<file path="config.mk">
export PLATFORM = sky130hd
export DESIGN_NAME = bcd_convert_ctrl
export DESIGN_NICKNAME = d
export VERILOG_FILES = /design/src/rtl/bcd_pkg.sv /design/src/rtl/bcd_divmod10.sv /design/src/rtl/bcd_convert_ctrl.sv
export SDC_FILE = /design/constraint.sdc
export NUM_CORES = 1
export LEC_CHECK = 0
export BUFFER_PORTS_ARGS = -buffer_cell sky130_fd_sc_hd__buf_2
export CAP_MARGIN = 20
export CELL_PAD_IN_SITES_DETAIL_PLACEMENT = 1
export CELL_PAD_IN_SITES_GLOBAL_PLACEMENT = 2
export CORE_MARGIN = 10
export CORE_UTILIZATION = 30
export DETAILED_ROUTE_END_ITERATION = 10
export GPL_TIMING_DRIVEN = 0
export PLACE_DENSITY = 0.8
export SLEW_MARGIN = 0
export SYNTH_ARGS = -nofsm -noshare
export SYNTH_HDL_FRONTEND = slang
export SYNTH_SLANG_ARGS = --single-unit
</file>
<file path="constraint.sdc">
create_clock -name clk -period 7.2 [get_ports clk]
set_clock_uncertainty 0.15 [all_clocks]
set_input_delay 0.36 -clock clk [delete_from_list [all_inputs] [get_ports clk]]
set_output_delay 0.36 -clock clk [all_outputs]
set_load 0.02 [all_outputs]
</file>
<file path="src/rtl/bcd_pkg.sv">
// Shared definitions for the BCD display path: nibble width, converter FSM
// states and the largest value representable in a given number of digits.
package bcd_pkg;

   localparam int BCD_NIBBLE_W = 4;

   typedef enum logic [1:0] {
      ST_IDLE = 2'd0,
      ST_CONV = 2'd1,
      ST_DONE = 2'd2
   } bcd_state_e;

   // 10^digits - 1, the saturation limit for a display of that many digits.
   function automatic int unsigned bcd_max_value(input int unsigned digits);
      int unsigned p;
      p = 1;
      for (int unsigned i = 0; i < digits; i++) begin
         p = p * 10;
      end
      return p - 1;
   endfunction

endpackage

</file>
<file path="src/rtl/bcd_divmod10.sv">
// Combinational unsigned divide/modulo by ten, shared by the display blocks.
module bcd_divmod10 import bcd_pkg::*; #(
   parameter int WIDTH = 14
) (
   input  logic [WIDTH-1:0]        value,
   output logic [WIDTH-1:0]        quotient,
   output logic [BCD_NIBBLE_W-1:0] remainder
);

   localparam logic [WIDTH-1:0] TEN = WIDTH'(10);

   always_comb begin
      quotient  = value / TEN;
      // value - 10*q is always 0..9, so only the low nibble carries information.
      remainder = BCD_NIBBLE_W'(value - quotient * TEN);
   end

endmodule

</file>
<file path="src/rtl/bcd_convert_ctrl.sv">
// Sequential binary-to-packed-BCD converter: one digit per clock through a
// single divide-by-ten unit, with valid/ready handshakes on both sides.
module bcd_convert_ctrl import bcd_pkg::*; #(
   parameter int WIDTH  = 14,
   parameter int DIGITS = 4
) (
   input  logic                     clk,
   input  logic                     reset,
   input  logic                     in_valid,
   output logic                     in_ready,
   input  logic [WIDTH-1:0]         in_binary,
   output logic                     out_valid,
   input  logic                     out_ready,
   output logic [4*DIGITS-1:0]      packed_bcd,
   output logic                     ovf
);

   localparam int                OUT_W    = BCD_NIBBLE_W * DIGITS;
   localparam int                CNT_W    = $clog2(DIGITS + 1);
   localparam int unsigned       LIMIT    = bcd_max_value(DIGITS);
   localparam logic [WIDTH-1:0]  LIMIT_W  = WIDTH'(LIMIT);
   localparam logic [CNT_W-1:0]  LAST_CNT = CNT_W'(DIGITS - 1);

   bcd_state_e              state_q, state_d;
   logic [WIDTH-1:0]        work_q, work_d;
   logic [CNT_W-1:0]        cnt_q, cnt_d;
   logic [OUT_W-1:0]        res_q, res_d;
   logic                    ovf_q, ovf_d;
   logic                    in_ready_q, in_ready_d;
   logic                    out_valid_q, out_valid_d;

   logic [WIDTH-1:0]        quo;
   logic [BCD_NIBBLE_W-1:0] rem;
   logic                    in_over;

   bcd_divmod10 #(.WIDTH(WIDTH)) u_divmod10 (
      .value     (work_q),
      .quotient  (quo),
      .remainder (rem)
   );

   // Compare in a wide domain so a limit larger than the input range never trips.
   assign in_over = 64'(in_binary) > 64'(LIMIT);

   always_comb begin
      state_d     = state_q;
      work_d      = work_q;
      cnt_d       = cnt_q;
      res_d       = res_q;
      ovf_d       = ovf_q;
      in_ready_d  = in_ready_q;
      out_valid_d = out_valid_q;
      case (state_q)
         ST_IDLE: begin
            if (in_valid) begin
               state_d    = ST_CONV;
               work_d     = in_over ? LIMIT_W : in_binary;
               ovf_d      = in_over;
               cnt_d      = '0;
               res_d      = '0;
               in_ready_d = 1'b0;
            end
         end
         ST_CONV: begin
            // Units digit comes out first, so digits enter at the top and slide down.
            work_d = quo;
            res_d  = {rem, res_q[OUT_W-1:BCD_NIBBLE_W]};
            cnt_d  = cnt_q + CNT_W'(1);
            if (cnt_q == LAST_CNT) begin
               state_d     = ST_DONE;
               out_valid_d = 1'b1;
            end
         end
         ST_DONE: begin
            if (out_ready) begin
               state_d     = ST_IDLE;
               out_valid_d = 1'b0;
               in_ready_d  = 1'b1;
            end
         end
         default: begin
            state_d     = ST_IDLE;
            out_valid_d = 1'b0;
            in_ready_d  = 1'b1;
         end
      endcase
   end

   always_ff @(posedge clk) begin
      if (reset) begin
         state_q     <= ST_IDLE;
         work_q      <= '0;
         cnt_q       <= '0;
         res_q       <= '0;
         ovf_q       <= 1'b0;
         in_ready_q  <= 1'b1;
         out_valid_q <= 1'b0;
      end else begin
         state_q     <= state_d;
         work_q      <= work_d;
         cnt_q       <= cnt_d;
         res_q       <= res_d;
         ovf_q       <= ovf_d;
         in_ready_q  <= in_ready_d;
         out_valid_q <= out_valid_d;
      end
   end

   assign in_ready   = in_ready_q;
   assign out_valid  = out_valid_q;
   assign packed_bcd = res_q;
   assign ovf        = ovf_q;

endmodule

</file>
==> impl_results.md <==
* CTS tree: yes
* Kind of critical path: reg -> reg
* Seq/Total Area, Yosys at 21.9%
* Xor/xnor share of the synthesized area at about 1.8%
* Clock-pin transition on the worst setup and hold timing paths at about 0.060 ns
* Vias at 3765
* Most common cell after layout, fill and taps aside: a21oi_1
* Synth Area in Compound Gates at roughly a third
* Adder-cell share of the synthesized area at roughly 2.3%
* Die area at 16300 sq um
* Drt pass-1 iters at 4
* CP bufs+invs at 2
* Crit path capture type: flop
* Most frequent cells in the layout: a21oi_1, buf_2, nand2_1
* Post-synth EDFFs at 0
* Async set-reset flop share out of synthesis at 0%
* Worst Tran Pin Value at 0.768 ns
* Reg2Reg Depth at 25
* FP Rows at 39
* Syn_nets at approximately 470
* DR vias/cell at just under 6
* Worst EP arrival at 6.88 ns
* Initial DRC Count at 199
* Antenna-violating nets left at 0
* Post-CTS Hold Buffers at 0
* Vias in the first global route at 3798
* Largest net degree at the start of global routing at 12
* Setup TNS after final layout at 0 ns
* Design area at approximately 4000 sq um
* Post-CTS Setup Inserts at 0
* Worst hold stages at 3
* CTS Root Cell: clkbuf_16
* PwrDens at 236 nW/um^2
* RSZ-0062 raised after global routing: false
* Synthesis-to-layout area growth at 16.6%
* Starting Density at 30.5%
* Synth warn at 0
* Crit path launch type: flop
* Crit path max-delay family: compound AO/OA/AOI/OAI gates
* Final Total Pwr at 0.000953 W
* Placeable Area at 11400 sq um
* PortBufs at 36
* Chip Height at 127 um
* Routed len/inst at 19.4 um
* Final net count at 516
* Total GRT Usage at approximately 15%
* Status: complete, no violations
* CTS Sinks at 38
* Minimum clock period at 6.83 ns
* Hold WC Path Type: in -> reg
* Synth Instances at 451
* Grt total ovfl at 0
* Max Cap Viol at 0
* RePlAce Congestion at 0.901
* H-tree depth at 2
* Crit path max fanout at 10
* CP Depth at 25
* Antenna diode count at 0
* HPWL after DPL at between 9 and 10 mm
* FF+latch count, synth at 38
* Ports at 37
* Largest family of logic cells by synthesized area: compound AO/OA/AOI/OAI gates
* Placed Area at 3820 sq um
* Final Slew Violations at 0
* Leak at 1.47 nW
* Number of remaining DRC errors at 0
* Biggest cell delay along the critical path at around 0.55 ns
* WP data required at 7.26 ns
* Final setup viols at 0
* Share of cells above drive strength 1 at roughly a fifth
* Fin crit share at 94.8%
* Synthesized area at about 3500 sq um
* Global-route wire length before repair at between 20 and 25 mm
* Worst IR Drop VDD at 147 uV
* Overall die width at between 100 and 150 um
* Utilization after layout at 35.5%
* Final Hold Viols at 0
* Synth cell types at 103
* Longest Clk Path Bufs at 2
* Initial antenna violation count at 1
* Cts bufs inserted at 5
* Max_slew headroom at 48.7%
* Worst path slowest cell: or4_1
* Post-synthesis mux area share at under 10%
* Worst skew pair latency at 0.28 ns
* Top_reg_cell synth: dfxtp_1
* Synth Area in Simple Gates at 28.9%
* Max Clk Rate at between 100 and 150 MHz
* Syn avg cell area at 7.68 sq um
* Total Wirelength at 12.4 mm
-- repair_timing --
action / 4_1_cts / 5_1_grt
endpoints found under the hold margin: 0 / 0
resized for setup: 0 / 10
endpoints found under the setup margin: 0 / 1
-- cell usage after synthesis, types with 3 or more instances --
| library cell | instances | area, sq um |
|---|---|---|
| a21oi_1 | 48 | 240 |
| or4b_1 | 3 | 30.0 |
| a2111oi_0 | 3 | 26.3 |
| nand3_1 | 21 | 105 |
| nand3b_1 | 7 | 52.6 |
| clkbuf_1 | 20 | 75.1 |
| a211oi_1 | 5 | 37.5 |
| ha_1 | 3 | 37.5 |
| buf_6 | 4 | 45.0 |
| a221o_1 | 4 | 40.0 |
| buf_4 | 3 | 22.5 |
| buf_2 | 8 | 40.0 |
| nand4_1 | 3 | 18.8 |
| o2111ai_1 | 3 | 26.3 |
| nand4b_1 | 5 | 43.8 |
| o22ai_1 | 4 | 25.0 |
| nor3b_1 | 3 | 22.5 |
| nor2_1 | 37 | 139 |
| a221oi_1 | 7 | 61.3 |
| o221ai_1 | 3 | 26.3 |
| a211o_1 | 3 | 26.3 |
| or3_1 | 3 | 18.8 |
| nand2_1 | 41 | 154 |
| a31oi_1 | 8 | 50.1 |
| nand2b_1 | 5 | 31.3 |
| inv_1 | 16 | 60.1 |
| o21ai_0 | 17 | 85.1 |
| and3b_1 | 3 | 26.3 |
| o31ai_1 | 8 | 60.1 |
| or4_1 | 3 | 22.5 |
| buf_1 | 4 | 15.0 |
| a22o_1 | 3 | 26.3 |
| o211ai_1 | 5 | 37.5 |
| a22oi_1 | 3 | 22.5 |
| dfxtp_1 | 38 | 761 |
| nor3_1 | 13 | 65.1 |
-- sequential cells by signal, summed over array words and instances, names as in the netlist --
name        count
work_q         14
state_q         2
in_ready        1
packed_bcd     16
cnt_q           3
out_valid       1
ovf             1
-- per-layer routing --
layer / share of wire [%] / track usage, %
met2: 48 / 24.7
met5: 0.057 / 0
met3: 3.6 / 2.69
met1: 46 / 18.5
met4: 1.8 / 4.82
-- report_power, final --
| group | leakage (nW) | switching (W) | internal [W] | total (W) |
|---|---|---|---|---|
| Combinational | 1.08 | 0.000274 | 0.000179 | 0.000453 |
| Clock | 0.0829 | 0.0000837 | 0.000171 | 0.000255 |
| Sequential | 0.310 | 0.0000151 | 0.000230 | 0.000245 |
| Total | 1.47 | 0.000373 | 0.000580 | 0.000953 |
-- worst reg2reg max path, stage by stage (launching register included) --
cell      delay (ns)
dfxtp_1         0.32
buf_2           0.25
nor3b_2         0.12
o31a_1          0.35
a221oi_4        0.45
nor2_2          0.09
o41ai_2         0.48
a21oi_1         0.23
o31a_4          0.37
and3_4          0.22
a221o_1         0.38
maj3_2          0.33
o21ai_2         0.19
inv_1           0.06
ha_1            0.26
and2b_1         0.20
nand2_1         0.09
a221o_1         0.26
or3_1           0.35
a32oi_2         0.28
nor2_1          0.09
fa_1            0.39
or4_1           0.55
a21oi_1         0.16
nand2_1         0.07
o211ai_2        0.05
-- kinds of logic (layout without fill, tap and decap cells) --
family / Yosys count / count (layout)
DFF: 38 / 38
xor gates and xnor gates: 4 / 4
and+or+nand+nor: 177 / 177
buffers and inverters: 57 / 100
muxes: 6 / 6
AOI/OAI and AO/OA: 163 / 163
adders and majority gates: 6 / 6
-- final cells by class --
class | count | area, sq um
clock inverters | 1 | 30.0
flip-flops and latches | 38 | 761
plain buffers | 39 | 201
clock buffers | 6 | 139
inverters | 18 | 67.6
multi-input cells | 356 | 2480
well taps | 143 | 179
fillers | 1408 | 7330
repair buffers | 36 | 180
-- worst paths after layout --
kind | start | to | slack, ns
max | work_q[12]$_SDFFE_PP0P_ | packed_bcd[15]$_SDFFE_PP0P_ | 0.37
min | in_binary[13] | work_q[13]$_SDFFE_PP0P_ | 0.21
max reg2reg | work_q[12]$_SDFFE_PP0P_ | packed_bcd[15]$_SDFFE_PP0P_ | 0.37
min reg2reg | packed_bcd[2]$_SDFFE_PP0P_ | packed_bcd[2]$_SDFFE_PP0P_ | 0.32
-- through the flow --
stage / hold WS, ns / std cells / setup slack, ns
after global placement: 0.300 / 630 / 0.450
after global routing: 0.223 / 637 / 0.00860
after floorplan: 0.282 / 451 / 1.17
after CTS: 0.201 / 637 / 0.261
after detailed placement: 0.314 / 630 / 0.298
final: 0.207 / 637 / 0.373
Note: power is estimated with default switching activity, not from simulation.
